### config.mk
export PLATFORM = sky130hd
export DESIGN_NAME = fifo_stream_drain
export DESIGN_NICKNAME = d
export VERILOG_FILES = /design/src/rtl/fifo_stream_drain.sv
export SDC_FILE = /design/constraint.sdc
export NUM_CORES = 1
export LEC_CHECK = 0
export BUFFER_PORTS_ARGS = -buffer_cell sky130_fd_sc_hd__buf_4
export CORE_MARGIN = 4
export CORE_UTILIZATION = 61
export CTS_CLUSTER_DIAMETER = 200
export DETAILED_ROUTE_END_ITERATION = 8
export GPL_TIMING_DRIVEN = 1
export HOLD_SLACK_MARGIN = 0.06
export PLACE_DENSITY = 0.85
export SLEW_MARGIN = 20
export SYNTH_ARGS = -nofsm -noshare
export SYNTH_HDL_FRONTEND = slang
export SYNTH_SLANG_ARGS = --single-unit
export TNS_END_PERCENT = 10
### constraint.sdc
create_clock -name clk -period 6.1 [get_ports clk]
set_input_delay 0 -clock clk [delete_from_list [all_inputs] [get_ports clk]]
set_output_delay 0 -clock clk [all_outputs]
set_load 0.005 [all_outputs]
### src/rtl/fifo_stream_drain.sv
`default_nettype none
// ============================================================================
// Module      : fifo_stream_drain
// Description : Read-side consumer for a synchronous FIFO. It issues reads
//               against the empty flag and absorbs the FIFO's 1-cycle
//               registered read latency. Words are presented as a valid/ready
//               stream through a 3-entry buffer. Also keeps a transfer counter
//               and a sticky underflow flag.
// Revision    : 1.0 - initial release
// ============================================================================
module fifo_stream_drain #(
  parameter int DATA_WIDTH = 16,
  parameter int CNT_WIDTH  = 32
) (
  input  logic                  clk,
  input  logic                  rst,
  input  logic                  en,
  input  logic                  fifo_empty,
  input  logic [DATA_WIDTH-1:0] fifo_data_out,
  input  logic                  fifo_underflow,
  output logic                  fifo_rd_en,
  output logic                  m_valid,
  output logic [DATA_WIDTH-1:0] m_data,
  input  logic                  m_ready,
  output logic [CNT_WIDTH-1:0]  word_cnt,
  output logic                  err_underflow,
  output logic                  idle
);

  // Highest buffer index; pointers wrap from here back to 0.
  localparam logic [1:0] c_LAST_IDX = 2'd2;
  localparam logic [CNT_WIDTH-1:0] c_CNT_ONE = {{(CNT_WIDTH-1){1'b0}}, 1'b1};

  logic [DATA_WIDTH-1:0] buf_q [0:2];
  logic [1:0]            wr_ptr_q, wr_ptr_d;
  logic [1:0]            rd_ptr_q, rd_ptr_d;
  logic [1:0]            occ_q, occ_d;
  logic                  inflight_q;
  logic [CNT_WIDTH-1:0]  cnt_q, cnt_d;
  logic                  err_q, err_d;

  logic [2:0]            w_pending;
  logic                  w_push;
  logic                  w_pop;

  // Words already committed to the buffer: stored ones plus the one returning.
  assign w_pending = {1'b0, occ_q} + {2'b00, inflight_q};

  // A read is issued only when a slot is guaranteed for the returning word;
  // deliberately independent of m_ready so no combinational path exists.
  assign fifo_rd_en = !rst && en && !fifo_empty && (w_pending <= 3'd2);

  assign w_push = inflight_q;
  assign w_pop  = m_valid && m_ready;

  assign m_valid       = (occ_q != 2'd0);
  assign m_data        = buf_q[rd_ptr_q];
  assign word_cnt      = cnt_q;
  assign err_underflow = err_q;
  assign idle          = (occ_q == 2'd0) && !inflight_q && fifo_empty;

  // Next-state for pointers, occupancy, transfer counter and sticky error.
  always_comb begin
    wr_ptr_d = wr_ptr_q;
    rd_ptr_d = rd_ptr_q;
    occ_d    = occ_q;
    cnt_d    = cnt_q;
    err_d    = err_q | fifo_underflow;
    if (w_push) begin
      wr_ptr_d = (wr_ptr_q == c_LAST_IDX) ? 2'd0 : wr_ptr_q + 2'd1;
    end
    if (w_pop) begin
      rd_ptr_d = (rd_ptr_q == c_LAST_IDX) ? 2'd0 : rd_ptr_q + 2'd1;
      cnt_d    = cnt_q + c_CNT_ONE;
    end
    case ({w_push, w_pop})
      2'b10:   occ_d = occ_q + 2'd1;
      2'b01:   occ_d = occ_q - 2'd1;
      default: occ_d = occ_q;
    endcase
  end

  // State registers; reset discards buffered and in-flight words.
  always_ff @(posedge clk) begin
    if (rst) begin
      for (int i = 0; i < 3; i++) begin
        buf_q[i] <= '0;
      end
      wr_ptr_q   <= 2'd0;
      rd_ptr_q   <= 2'd0;
      occ_q      <= 2'd0;
      inflight_q <= 1'b0;
      cnt_q      <= '0;
      err_q      <= 1'b0;
    end else begin
      if (w_push) begin
        buf_q[wr_ptr_q] <= fifo_data_out;
      end
      wr_ptr_q   <= wr_ptr_d;
      rd_ptr_q   <= rd_ptr_d;
      occ_q      <= occ_d;
      inflight_q <= fifo_rd_en;
      cnt_q      <= cnt_d;
      err_q      <= err_d;
    end
  end

  // A returning word must never arrive at a full buffer that is not draining.
  always_ff @(posedge clk) begin
    if (!rst && w_push && !w_pop) begin
      assert (occ_q != 2'd3)
      else $error("fifo_stream_drain: buffer overflow, occ would exceed 3");
    end
  end

endmodule
`default_nettype wire

==> summary.md <==
| Metric | Value |
|---|---|
| Status | complete, no violations |
| Maximum clock insertion buffer count | 2 |
| Peak VDD IR | 0.000140 V |
| Cell Rows | 31 |
| Hold Vio Cnt, Final | 0 |
| Setup_tns | 0 ns |
| Startpoint Class | flop |
| Pwr Density | 245 nW/um^2 |
| Post-Syn Area per Cell | ~12 sq um |
| Hold Startpoint | rst |
| Sw Ratio | 0.242 |
| Worst EP arrival | 2.73 ns |
| CP Capture Type | flop |
| Worst setup path startpoint | word_cnt[4]$_SDFFE_PP0P_ |
| Drt initial violations | 199 |
| Clk_lat worst skew | between 0.3 and 0.4 ns |
| Clock Pin Slew Worst Setup and Hold Paths | roughly 0.1 ns |
| Number of post-CTS setup repair buffers | 0 |
| Post-route minimum period | 2.43 ns |
| Worst r2r src | word_cnt[4]$_SDFFE_PP0P_ |
| Final core occ | 0.772 |
| Hold/Removal Path Class | input port to flop |
| Sink Count | 106 |
| Seq/Total Area, Yosys | 0.587 |
| Detail Placement HPWL | 6400 um |
| Syn Inst Count | between 300 and 400 |
| Antenna-violating nets left | 0 |
| Die footprint | 9190 sq um |
| F_max | about 0.41 GHz |
| Synth-to-Final Area Change | 20.9% |
| CTS tree | yes |
| Gpl congestion | between 0.8 and 0.9 |
| CTS Hold Buffers Added | 19 |
| Slew Limit Headroom | 0.372 |
| Top Ports | 74 |
| DRT Pass-1 Iters | 4 |
| FF-to-FF setup slack | approximately 3.7 ns |
| Final setup vio count | 0 |
| Via count | about 3300 |
| Crit path max fanout | 24 |
| Routed WL | just under 10000 um |
| Tot Pwr | between 1 and 1.5 mW |
| Slew Viols, Final | 0 |
| Global-route wire length before repair | approximately 16000 um |
| CORE AREA | about 7400 sq um |
| Slowest stage delay, CP | roughly 0.75 ns |
| Flops & latches, synth | roughly 110 |
| Most frequent cells in the layout | buf_4 (74), edfxtp_1 (64), and2_1 (49) |
| Max Clock Skew | slightly below 0.01 ns |
| Worst Max-Slew Pin Slew | around 0.94 ns |
| CTS Buf Count | 9 |
| WP data required | between 6 and 7 ns |
| Drt via density | 5.75 |
| Post_cts resized | 0 |
| Unrepaired setup endpoints after global routing | no |
| Initial antenna violation count | 0 |
| Gate power share | 0.105 |
| Final Cycle Share | 0.398 |
| Yosys Warn Count | 0 |
| Largest net degree at the start of global routing | 53 |
| Slowest CP cell | or4_1 |
| Critical path class | flop to flop |
| CP cell instances | and4_2, nand4_1, or4_1, a21oi_1 |
| Vias in the first global route | between 3000 and 4000 |
| Sequential power share | 0.576 |
| DRC | 0 |
| Post-Syn Area | 4710 sq um |
| Share of layout cells above drive strength 1 | 0.268 |
| Clock share of power | 0.319 |
| Post-synthesis cell type count | 39 |
| Syn Nets | 404 |
| Filler cells | between 400 and 500 |
| Final #Nets | a little under 500 |
| Gr usage total | 0.225 |
| Initial core utilization | 0.639 |
| Sw Pwr | about 0.34 mW |
| Die W | between 90 and 100 um |
| Remaining Overflow, GRT | 0 |
| Clock H-tree levels | 3 |
| Most common cell after layout, fill and taps aside | buf_4 |
| Die height | 95.9 um |
| Maxcap violations | 0 |
| Port bufs | between 70 and 80 |
| P_leak | 2.08 nW |
| Diode count | 0 |
| Internal cell power | approximately 1.1 mW |
| Root Driver | clkbuf_8 |
| WL/cell | between 15 and 20 um |
power groups by stage:
stage	Clock (mW)	Sequential (mW)	Combinational, mW
3_5_place_dp	0	0.821	0.136
3_3_place_gp	0	0.818	0.132
5_1_grt	0.479	0.809	0.159
2_1_floorplan	0	0.804	0.0882
6_report	0.445	0.804	0.146
4_1_cts	0.448	0.805	0.147
synth_stat cells:
cell type | number | area, sq um
or4_1 | 12 | 90.1
nor2b_1 | 5 | 31.3
clkbuf_8 | 3 | 41.3
or3_2 | 1 | 7.51
or4_4 | 1 | 11.3
xor2_1 | 4 | 35.0
ha_1 | 5 | 62.6
nor4b_1 | 3 | 26.3
or3_1 | 2 | 12.5
a21oi_1 | 21 | 105
nand2_1 | 14 | 52.6
nor4_1 | 10 | 62.6
o31ai_1 | 12 | 90.1
mux2_2 | 5 | 56.3
xnor2_1 | 10 | 87.6
or2_2 | 5 | 31.3
edfxtp_1 | 64 | 1920
inv_1 | 4 | 15.0
nor3b_1 | 1 | 7.51
mux4_2 | 16 | 360
dlymetal6s2s_1 | 1 | 12.5
and2_1 | 49 | 307
and3b_1 | 1 | 8.76
dfxtp_1 | 42 | 841
nand4_2 | 1 | 12.5
o21ai_1 | 1 | 5.00
nor3_1 | 5 | 25.0
nor2_1 | 27 | 101
and4_2 | 2 | 20.0
nand4_1 | 8 | 50.1
nand3_1 | 15 | 75.1
buf_2 | 3 | 15.0
clkbuf_1 | 11 | 41.3
inv_2 | 1 | 3.75
nand3b_1 | 1 | 7.51
and4_1 | 4 | 35.0
o21ai_0 | 3 | 15.0
and2_2 | 1 | 7.51
and3_1 | 3 | 18.8
cells by family (layout without fill, tap and decap cells):
kind of cell,count (synthesis),count (layout),share of synthesized area
compound gates,37,37,0.0457
xor+xnor,14,14,0.0260
flops,106,106,0.587
simple gates,171,171,0.213
fa+ha+maj,5,5,0.0133
mux,21,21,0.0885
buf+inv,23,113,0.0274
cell type report:
type,count,area [sq um],area share
tap,99,124,0.0218
inverter,5,18.8,0.00330
clock inverter,6,76.3,0.0134
timing repair buffer,93,746,0.131
sequential,106,2760,0.486
multi-input combinational,248,1840,0.323
clock buffer,9,124,0.0218
flip-flops by register name (all words and copies together), names as in the netlist, named ones only:
name           count
wr_ptr_q           2
inflight_q         1
buf_q             64
word_cnt          32
err_underflow      1
rd_ptr_q           2
occ_q              2
worst max-delay path, delay by kind of cell (launching register included):
kind               cells  cell delay [ns]
AOI/OAI and AO/OA      1             0.16
and+or+nand+nor        3             1.72
DFF                    1             0.49
stage by stage:
stage / std cells / setup WS, ns / hold slack [ns] / instance area [sq um]
after detailed placement: 532 / 3.73 / 0.198 / 5290
after floorplan: 377 / 4.14 / 0.0355 / 4710
after CTS: 566 / 3.70 / 0.0776 / 5680
after global routing: 566 / 3.45 / 0.110 / 5690
after global placement: 532 / 3.85 / 0.191 / 5290
final: 566 / 3.67 / 0.0828 / 5690
path summary, 6_finish.rpt:
check	end	cells after the start
worst max register to register	word_cnt[25]$_SDFFE_PP0P_	4
worst min-delay path	err_underflow$_SDFF_PP0_	2
worst max-delay path	word_cnt[25]$_SDFFE_PP0P_	4
worst min register to register	err_underflow$_SDFF_PP0_	2
routing by layer:
| metal | wire (um) | share of wire | up-vias | track usage |
|---|---|---|---|---|
| li1 | - | - | 1584 | - |
| met1 | 3940 | 0.41 | 1576 | 0.276 |
| met2 | 5220 | 0.54 | 86 | 0.405 |
| met3 | 423 | 0.044 | 10 | 0.0352 |
| met4 | 122 | 0.013 | 0 | 0.0746 |
| met5 | 0 | 0 | - | 0 |
No activity file was read; power rests on OpenSTA's default activity.
